### config.mk
export PLATFORM = sky130hd
export DESIGN_NAME = div_seq_flat
export DESIGN_NICKNAME = d
export VERILOG_FILES = /design/src/rtl/div_pkg.sv /design/src/rtl/div_seq_if.sv /design/src/rtl/div_step.sv /design/src/rtl/div_seq.sv /design/src/flat_wrapper.sv
export SDC_FILE = /design/constraint.sdc
export NUM_CORES = 1
export LEC_CHECK = 0
export CORE_ASPECT_RATIO = 0.5
export CORE_UTILIZATION = 60
export CTS_CLUSTER_DIAMETER = 150
export DETAILED_ROUTE_END_ITERATION = 8
export GPL_TIMING_DRIVEN = 1
export HOLD_SLACK_MARGIN = 0.08
export PLACE_DENSITY_LB_ADDON = 0.25
export SYNTH_ARGS = -nofsm -noshare
export SYNTH_HDL_FRONTEND = slang
export SYNTH_SLANG_ARGS = --single-unit
### constraint.sdc
create_clock -name clock -period 7.9 [get_ports clock]
set_input_delay 1.58 -clock clock [delete_from_list [all_inputs] [get_ports clock]]
set_output_delay 1.58 -clock clock [all_outputs]
set_load 0.1 [all_outputs]
### src/rtl/div_pkg.sv
// Shared constants and FSM state encoding for the sequential divider.
// Datapath width default and iteration count live here so top and bench agree.
package div_pkg;
  localparam int DIV_WIDTH = 32;
  localparam int DIV_ITERS = 32;
  localparam int CNT_W     = $clog2(DIV_ITERS);

  typedef enum logic [2:0] {IDLE, PREP, ITER, FIX, DONE} state_t;
endpackage

### src/rtl/div_seq_if.sv
// Start/operand/result bundle between the execute stage and div_seq.
// data_remainder exists only when DIV_REMAINDER_EN is defined.
interface div_seq_if #(parameter int WIDTH = div_pkg::DIV_WIDTH);
  logic [WIDTH-1:0] operandA;
  logic [WIDTH-1:0] operandB;
  logic             ctrl_DIV;
  logic [WIDTH-1:0] data_result;
  logic             data_exception;
  logic             data_resultRDY;
`ifdef DIV_REMAINDER_EN
  logic [WIDTH-1:0] data_remainder;
`endif

  modport master (
`ifdef DIV_REMAINDER_EN
    input  data_remainder,
`endif
    output operandA, operandB, ctrl_DIV,
    input  data_result, data_exception, data_resultRDY
  );

  modport slave (
`ifdef DIV_REMAINDER_EN
    output data_remainder,
`endif
    input  operandA, operandB, ctrl_DIV,
    output data_result, data_exception, data_resultRDY
  );
endinterface

### src/rtl/div_step.sv
// One restoring-division step: trial subtract of the divisor from the shifted remainder.
// Subtract is an add of the inverted divisor with carry-in 1; carry-out set means no borrow.
module div_step #(parameter int WIDTH = 32) (
  input  logic [WIDTH:0] shifted,
  input  logic [WIDTH:0] divisor,
  output logic [WIDTH:0] rem_next,
  output logic           q_bit
);
  logic [WIDTH+1:0] sum;

  assign sum      = {1'b0, shifted} + {1'b0, ~divisor} + {{(WIDTH+1){1'b0}}, 1'b1};
  assign q_bit    = sum[WIDTH+1];
  assign rem_next = q_bit ? sum[WIDTH:0] : shifted;
endmodule

### src/rtl/div_seq.sv
// Signed 32-bit restoring divider, 35 cycles from accepted start to the one-cycle RDY pulse.
// Starts outside IDLE are dropped; DIV_REMAINDER_EN adds the sign-fixed remainder output.
module div_seq
  import div_pkg::*;
#(
  parameter int WIDTH = DIV_WIDTH
) (
  input  logic    clock,
  input  logic    reset,
  div_seq_if.slave bus
);
  state_t state, state_nxt;

  logic [WIDTH-1:0] a_reg, b_reg;
  logic [WIDTH-1:0] abs_a, abs_b;
  logic [WIDTH:0]   divisor;
  logic [WIDTH:0]   rem;
  logic [WIDTH-1:0] dvd;
  logic [CNT_W-1:0] cnt;
  logic             negq, dz;
  logic [WIDTH:0]   rem_sh, rem_next;
  logic [WIDTH-1:0] dvd_sh;
  logic             q_bit;
  logic [WIDTH-1:0] result_q;
  logic             exc_q;
  logic             rdy;
`ifdef DIV_REMAINDER_EN
  logic             negr;
  logic [WIDTH-1:0] remainder_q;
`endif

  assign abs_a = a_reg[WIDTH-1] ? -a_reg : a_reg;
  assign abs_b = b_reg[WIDTH-1] ? -b_reg : b_reg;

  // dvd doubles as the quotient: dividend bits shift out the top, quotient bits in at the bottom
  assign {rem_sh, dvd_sh} = {rem, dvd} << 1;

  div_step #(.WIDTH(WIDTH)) u_step (
    .shifted  (rem_sh),
    .divisor  (divisor),
    .rem_next (rem_next),
    .q_bit    (q_bit)
  );

  always_ff @(posedge clock) begin
    if (reset) state <= IDLE;
    else       state <= state_nxt;
  end

  always_comb begin
    state_nxt = state;
    case (state)
      IDLE:    if (bus.ctrl_DIV) state_nxt = PREP;
      PREP:    state_nxt = ITER;
      ITER:    if (cnt == '0) state_nxt = FIX;
      FIX:     state_nxt = DONE;
      DONE:    state_nxt = IDLE;
      default: state_nxt = IDLE;
    endcase
  end

  always_comb begin
    rdy = 1'b0;
    if (state == DONE) rdy = 1'b1;
  end

  always_ff @(posedge clock) begin
    if (reset) begin
      a_reg    <= '0;
      b_reg    <= '0;
      divisor  <= '0;
      rem      <= '0;
      dvd      <= '0;
      cnt      <= '0;
      negq     <= 1'b0;
      dz       <= 1'b0;
      result_q <= '0;
      exc_q    <= 1'b0;
`ifdef DIV_REMAINDER_EN
      negr        <= 1'b0;
      remainder_q <= '0;
`endif
    end else begin
      case (state)
        IDLE: if (bus.ctrl_DIV) begin
          a_reg <= bus.operandA;
          b_reg <= bus.operandB;
        end
        PREP: begin
          divisor <= {1'b0, abs_b};
          dvd     <= abs_a;
          rem     <= '0;
          cnt     <= CNT_W'(DIV_ITERS - 1);
          negq    <= a_reg[WIDTH-1] ^ b_reg[WIDTH-1];
          dz      <= (b_reg == '0);
`ifdef DIV_REMAINDER_EN
          negr    <= a_reg[WIDTH-1];
`endif
        end
        ITER: begin
          rem <= rem_next;
          dvd <= dvd_sh | {{(WIDTH-1){1'b0}}, q_bit};
          cnt <= cnt - 1'b1;
        end
        FIX: begin
          // A zero divisor lets every trial succeed, so rem ends as |A|; only the quotient is forced
          result_q <= dz ? '0 : (negq ? -dvd : dvd);
          exc_q    <= dz;
`ifdef DIV_REMAINDER_EN
          remainder_q <= negr ? -rem[WIDTH-1:0] : rem[WIDTH-1:0];
`endif
        end
        default: ;
      endcase
    end
  end

  assign bus.data_result    = result_q;
  assign bus.data_exception = exc_q;
  assign bus.data_resultRDY = rdy;
`ifdef DIV_REMAINDER_EN
  assign bus.data_remainder = remainder_q;
`endif
endmodule

### src/flat_wrapper.sv
// flat-port wrapper written by rule: the top's interface ports become plain ports
module div_seq_flat import div_pkg::*;
#(
  parameter int WIDTH = DIV_WIDTH
)
  (clock, reset, bus_operandA, bus_operandB, bus_ctrl_DIV, bus_data_result, bus_data_exception, bus_data_resultRDY);
  div_seq_if #(.WIDTH(WIDTH)) bus_i ();
  input  logic clock;
  input  logic reset;
  input wire logic [$bits(bus_i.operandA)-1:0] bus_operandA;
  input wire logic [$bits(bus_i.operandB)-1:0] bus_operandB;
  input wire logic [$bits(bus_i.ctrl_DIV)-1:0] bus_ctrl_DIV;
  output wire logic [$bits(bus_i.data_result)-1:0] bus_data_result;
  output wire logic [$bits(bus_i.data_exception)-1:0] bus_data_exception;
  output wire logic [$bits(bus_i.data_resultRDY)-1:0] bus_data_resultRDY;
  assign bus_i.operandA = bus_operandA;
  assign bus_i.operandB = bus_operandB;
  assign bus_i.ctrl_DIV = bus_ctrl_DIV;
  assign bus_data_result = bus_i.data_result;
  assign bus_data_exception = bus_i.data_exception;
  assign bus_data_resultRDY = bus_i.data_resultRDY;
  div_seq #(.WIDTH(WIDTH)) u_core (.clock(clock), .reset(reset), .bus(bus_i));
endmodule
==> results of run 1 <==
## cell families (layout without fill, tap and decap cells)
| family | count (synthesis) | after routing | share of synthesized area, % |
|---|---|---|---|
| simple gates | 461 | 461 | 19.0 |
| mux | 23 | 23 | 2.11 |
| flops | 203 | 203 | 37.3 |
| buf+inv | 131 | 188 | 4.54 |
| fa+ha+maj | 38 | 38 | 4.43 |
| compound gates | 403 | 403 | 23.2 |
| xor+xnor | 117 | 117 | 9.41 |
## tightest hold or removal path, delay by kind of cell, from the launching register on
kind	cells	cell delay, ns
compound gates	1	0.05
simple gates	1	0.05
flops	1	0.31
## power groups by stage
| stage | Sequential [uW] | Clock (uW) | Combinational (uW) |
|---|---|---|---|
| finish | 1210 | 895 | 1600 |
| detailed placement | 1230 | 0 | 1570 |
| global route | 1230 | 952 | 1750 |
| CTS | 1210 | 905 | 1580 |
| global placement | 1230 | 0 | 1540 |
| floorplan | 1210 | 0 | 1250 |
## through the flow
| stage | power (uW) | setup WS, ns | instances | hold slack (ns) | utilization (%) |
|---|---|---|---|---|---|
| after detailed placement | 2800 | 4.08 | 1636 | 0.447 | 68.1 |
| final | 3710 | 3.96 | 1667 | 0.456 | 71.4 |
| after CTS | 3700 | 3.95 | 1667 | 0.457 | 71.4 |
| after global placement | 2770 | 4.15 | 1636 | 0.442 | 68.1 |
| after global routing | 3930 | 3.89 | 1667 | 0.474 | 71.4 |
| after floorplan | 2450 | 3.60 | 1376 | 0.432 | - |
## path summary, 6_finish.rpt
path / from / to / slack [ns] / cells past startpoint
worst min-delay path: u_core.bus.data_result[27] / u_core.bus.data_result[27] / 0.46 / 2
worst max register to register: u_core.divisor[4] / u_core.rem[16] / 4.36 / 11
worst min register to register: u_core.bus.data_result[27] / u_core.bus.data_result[27] / 0.46 / 2
worst max-delay path: u_core.state[2] / bus_data_resultRDY / 3.96 / 2
## synth_stat cells, drive strengths merged (2+ instances only)
library cell	count	area share (%)
or4	7	0.52
mux2i	23	2.1
clkbuf	76	2.6
o31a	2	0.16
a22oi	41	2.8
or3	23	1.4
nor3b	2	0.14
dfxtp	203	37
a221oi	4	0.32
a21oi	136	6.2
a211oi	33	2.3
and2	3	0.17
nand2	261	9.0
o21bai	6	0.41
a21o	11	0.76
o22ai	5	0.29
nand2b	11	0.63
nor4	11	0.83
a2111oi	2	0.16
nand3b	3	0.21
o21a	3	0.21
o41ai	10	0.80
or2	6	0.37
buf	6	0.23
o211ai	7	0.48
xor2	54	4.3
a31oi	2	0.11
o21ai	83	3.8
nor2b	6	0.34
nand4	8	0.46
nor3	18	0.83
or3b	4	0.32
nor2	82	2.8
xnor2	63	5.1
and3	4	0.23
a32oi	12	0.96
o31ai	34	2.3
ha	37	4.2
nand3	8	0.37
inv	49	1.7
## per-layer routing
layer | wire length (um) | share of wire, % | track usage, %
met1 | 12000 | 46 | 38.5
met2 | 12500 | 47 | 48.7
met3 | 1390 | 5.3 | 3.32
met4 | 465 | 1.8 | 6.60
met5 | 0 | 0 | 0
## cell type report
class,instances,area share (%)
multi-input combinational,1042,50.7
timing repair buffer,108,8.44
clock buffer,26,4.24
clock inverter,5,0.429
inverter,49,1.47
tap,234,2.33
sequential,203,32.4
==> metrics.md, run 1 <==
| Metric | Value |
|---|---|
| Status | finished clean |
| Total routed wirelength | 26400 um |
| CP max stage delay | 1.18 ns |
| Routability-driven placement congestion ratio | 0.968 |
| Max Buffers Root-to-Sink | 3 |
| Die area | 18700 sq um |
| Worst Hold Class | reg2reg |
| Crit. End Element | output pin |
| I/O pins | 101 |
| Pin count of the biggest net entering global routing | 90 |
| Net Sw Frac | 38.3% |
| Total CTS buffers | 19 |
| Crit-path cells | nor3b_1, clkdlybuf4s50_1 |
| Tcrit/Tclk final | 49.8% |
| RSZ-0062 raised after global routing | no |
| Distinct cells, synth | 65 |
| Mapped Area | 10900 sq um |
| Comb power frac | 43.1% |
| Slew @ Worst Pin | 1.39 ns |
| Register share of total power | 32.8% |
| # setup viols final | 0 |
| Vias in the first global route | 9332 |
| Syn Area/Cell | 7.92 sq um |
| Maxcap violations | 0 |
| P&R area growth vs syn | 15.2% |
| Syn nets | 1481 |
| Share of layout cells above drive strength 1 | 4.05% |
| Fill count | 1392 |
| Max-slew headroom | 7.25% |
| Design area | 12500 sq um |
| Die W | 193 um |
| Seq cells post-synth | 203 |
| Antenna viol nets, final | 0 |
| Fraction of power consumed by the clock network | 24.1% |
| Slowest cell on the critical path | clkdlybuf4s50_1 |
| Via/cell ratio | 5.89 |
| Total Nets Final | 1528 |
| Starting Density | 62.0% |
| Mapped Cells | 1376 |
| CP bufs+invs | 1 |
| Die H | 97.3 um |
| Iter 0 DRT Violations | 634 |
| Worst-Skew Late Latency | 0.49 ns |
| CP required | 6.32 ns |
| CTS sink count | 203 |
| Fmax | 254 MHz |
| Initial DRT Pass Iterations | 5 |
| Fin crit period | 3.94 ns |
| Number of diodes | 0 |
| Critical path arrival | 2.36 ns |
| Most frequent cells in the layout | nand2_1 (261), dfxtp_1 (203), a21oi_1 (136) |
| H-tree depth | 1 |
| CP Max Fanout | 8 |
| Wirelength per Cell | 15.8 um |
| Global-route wire length before repair | 44500 um |
| CTS clk-pin slew, worst paths | 0.07 ns |
| Critical path class | reg2out |
| Final HPWL DP | 18400 um |
| Switching power | 1420 uW |
| Post-DP Area | 12000 sq um |
| Ys flop type | dfxtp_1 |
| Total grt overflow | 0 |
| Clock skew | 0.0199 ns |
| Pwr/cell area | 296 nW/um^2 |
| Startpoint types | flop |
| Cell Int Power | 2290 uW |
| Synth warn | 0 |
| Post-CTS Resized | 0 |
| CP top delay family | buffers and inverters |
| Post-synth EDFFs | 0 |
| Most common cell after layout, fill and taps aside | nand2_1 |
| CORE AREA | 17600 sq um |
| CTS tree | done |
| Post-CTS Setup Repair Bufs | 0 |
| Static leakage | 0.00461 uW |
| Routed vias | 9813 |
| Hold-fix buffers, CTS | 0 |
| Post-synthesis async set-or-reset flop share | 0% |
| Register Area | 4060 sq um |
| Max-slew violation count | 0 |
| Fin. Hold Viols | 0 |
| Port-buffer cells | 100 |
| VDD IR-drop max | 0.240 mV |
| GRT Util Overall | 28.5% |
| DRC | 0 |
| Clk root buf | clkbuf_16 |
| Core Rows | 34 |
| Seq/Total Area, Yosys | 37.3% |
| Antenna violations before repair | 0 |
| Multi-input logic area | 6360 sq um |
| Setup tns final | 0 ns |
Note: power is estimated with default switching activity, not from simulation.
==> inputs of run 2 (changes only) <==
--- a/config.mk
+++ b/config.mk
@@ -6,7 +6,7 @@
 export NUM_CORES = 1
 export LEC_CHECK = 0
 export CORE_ASPECT_RATIO = 0.5
-export CORE_UTILIZATION = 60
+export CORE_UTILIZATION = 58
 export CTS_CLUSTER_DIAMETER = 150
 export DETAILED_ROUTE_END_ITERATION = 8
 export GPL_TIMING_DRIVEN = 1
==> constraint.sdc (replaced) <==
create_clock -name clock -period 3.97 [get_ports clock]
set_input_delay 0.794 -clock clock [delete_from_list [all_inputs] [get_ports clock]]
set_output_delay 0.794 -clock clock [all_outputs]
set_load 0.1 [all_outputs]
==> metrics.md, run 2 (same netlist as run 1, synthesis figures left out) <==
| Metric | Value |
|---|---|
| Status | finished clean |
| Wirelength per Cell | 16.2 um |
| FF-to-FF path depth | 11 |
| Number of diodes | 0 |
| Crit. End Element | flop |
| CTS tree | done |
| Share of layout cells above drive strength 1 | 4.44% |
| Maxcap violations | 0 |
| Crit-path cells | inv_1, ha_1, nand2b_1, a21oi_1, o211ai_1, o221a_2, o41a_1, o21bai_2, buf_4, mux2i_1, o21ai_0 |
| Die area | 19400 sq um |
| Worst Hold Endpoint | u_core.bus.data_result[27] |
| I/O pins | 101 |
| GRT Util Overall | 28.1% |
| # setup viols final | 0 |
| Pin count of the biggest net entering global routing | 90 |
| Critical path class | reg2reg |
| Slowest cell on the critical path | o21bai_2 |
| Most frequent cells in the layout | nand2_1 (261), dfxtp_1 (203), a21oi_1 (136) |
| CORE AREA | 17900 sq um |
| Port-buffer cells | 100 |
| Core Rows | 34 |
| Hold_ws | 0.453 ns |
| Critical path launch point | u_core.dvd[31] |
| CP top delay family | compound AO/OA/AOI/OAI gates |
| CP required | 4.34 ns |
| CP max stage delay | 0.49 ns |
| Hold Startpoint | u_core.bus.data_result[27] |
| P&R area growth vs syn | 15.7% |
| Post-CTS Setup Repair Bufs | 0 |
| Total grt overflow | 0 |
| Max Buffers Root-to-Sink | 3 |
| Post-Place Worst Slack | 0.688 ns |
| Global-route wire length before repair | 45500 um |
| Routability-driven placement congestion ratio | 0.914 |
| CTS clk-pin slew, worst paths | 0.07 ns |
| VDD IR-drop max | 0.353 mV |
| Design area | 12600 sq um |
| R2r startpoint | u_core.dvd[31] |
| CTS sink count | 203 |
| Clk root buf | clkbuf_16 |
| Die H | 98.9 um |
| CP bufs+invs | 2 |
| Fmax | 297 MHz |
| H-tree depth | 1 |
| Hold depth | 2 |
| Tot Pwr | 7470 uW |
| Slew @ Worst Pin | 1.24 ns |
| Setup tns final | 0 ns |
| Max-slew violation count | 0 |
| Static leakage | 0.00464 uW |
| Die W | 196 um |
| Startpoint types | flop |
| Fin. Hold Viols | 0 |
| Final HPWL DP | 19200 um |
| Worst Hold Class | reg2reg |
| Antenna violations before repair | 0 |
| R2R setup slack | 0.60 ns |
| Routed vias | 9945 |
| Antenna viol nets, final | 0 |
| Total CTS buffers | 19 |
| Tcrit/Tclk final | 84.8% |
| Starting Density | 61.0% |
| Critical path arrival | 3.73 ns |
| CP Max Fanout | 11 |
| DRC | 0 |
| Worst-Skew Late Latency | 0.49 ns |
| Post-DP Area | 12000 sq um |
| Clock skew | 0.0113 ns |
| Pwr/cell area | 593 nW/um^2 |
| RSZ-0062 raised after global routing | no |
| Final Worst Setup Slack | 0.603 ns |
| Post-CTS Resized | 0 |
| Most common cell after layout, fill and taps aside | nand2_1 |
| FF-to-FF End | u_core.rem[6] |
| Total routed wirelength | 27200 um |
| Vias in the first global route | 9435 |
| Via/cell ratio | 5.94 |
| Hold-fix buffers, CTS | 0 |
| Max-slew headroom | 17.6% |
| Iter 0 DRT Violations | 614 |
| Fin crit period | 3.37 ns |
| Initial DRT Pass Iterations | 6 |
| Total Nets Final | 1533 |
run 2: changes by cell type in the layout (fill, tap and decap cells not counted):
cell             change
clkinvlp_4           +1
clkinv_2             -1
buf_4                +6
bufinv_16            +1
clkbuf_8             -1
clkbuf_1             +2
clkdlybuf4s50_1      -1
run 2: tightest hold or removal path, cell delays in order (launching register included):
cell and delay [ns]:
dfxtp_1 0.31, nand2_1 0.05, o21ai_1 0.05
run 2: area by class of cell:
type                    instances  area [sq um]
multi-input cells            1042          6360
fillers                      1436          5260
flip-flops and latches        203          4060
repair buffers                113          1090
clock buffers                  27           526
well taps                     234           293
inverters                      49           184
clock inverters                 6          86.3
run 2: power by group:
group / switching (uW) / internal, uW
logic: 1850 / 1360
clock network: 788 / 1060
registers: 197 / 2220
total: 2840 / 4630
run 2: per-layer routing:
metal	global-route usage, %	share of wire, %
met1	37.4	46
met2	48.8	47
met3	3.01	4.5
met4	7.45	2.1
met5	0	0
run 2: worst max path at each step:
stage	endpoint	depth (start not counted)
2_1_floorplan	bus_data_resultRDY	2
3_3_place_gp	u_core.rem[6]	11
3_5_place_dp	u_core.rem[6]	11
4_1_cts	u_core.rem[6]	11
5_1_grt	u_core.rem[12]	10
6_report	u_core.rem[6]	11
run 2: per-stage QoR:
stage | cells | utilization [%]
detailed placement | 1641 | 67.1
global placement | 1641 | 67.1
floorplan | 1376 | -
CTS | 1674 | 70.5
global route | 1674 | 70.5
finish | 1674 | 70.5
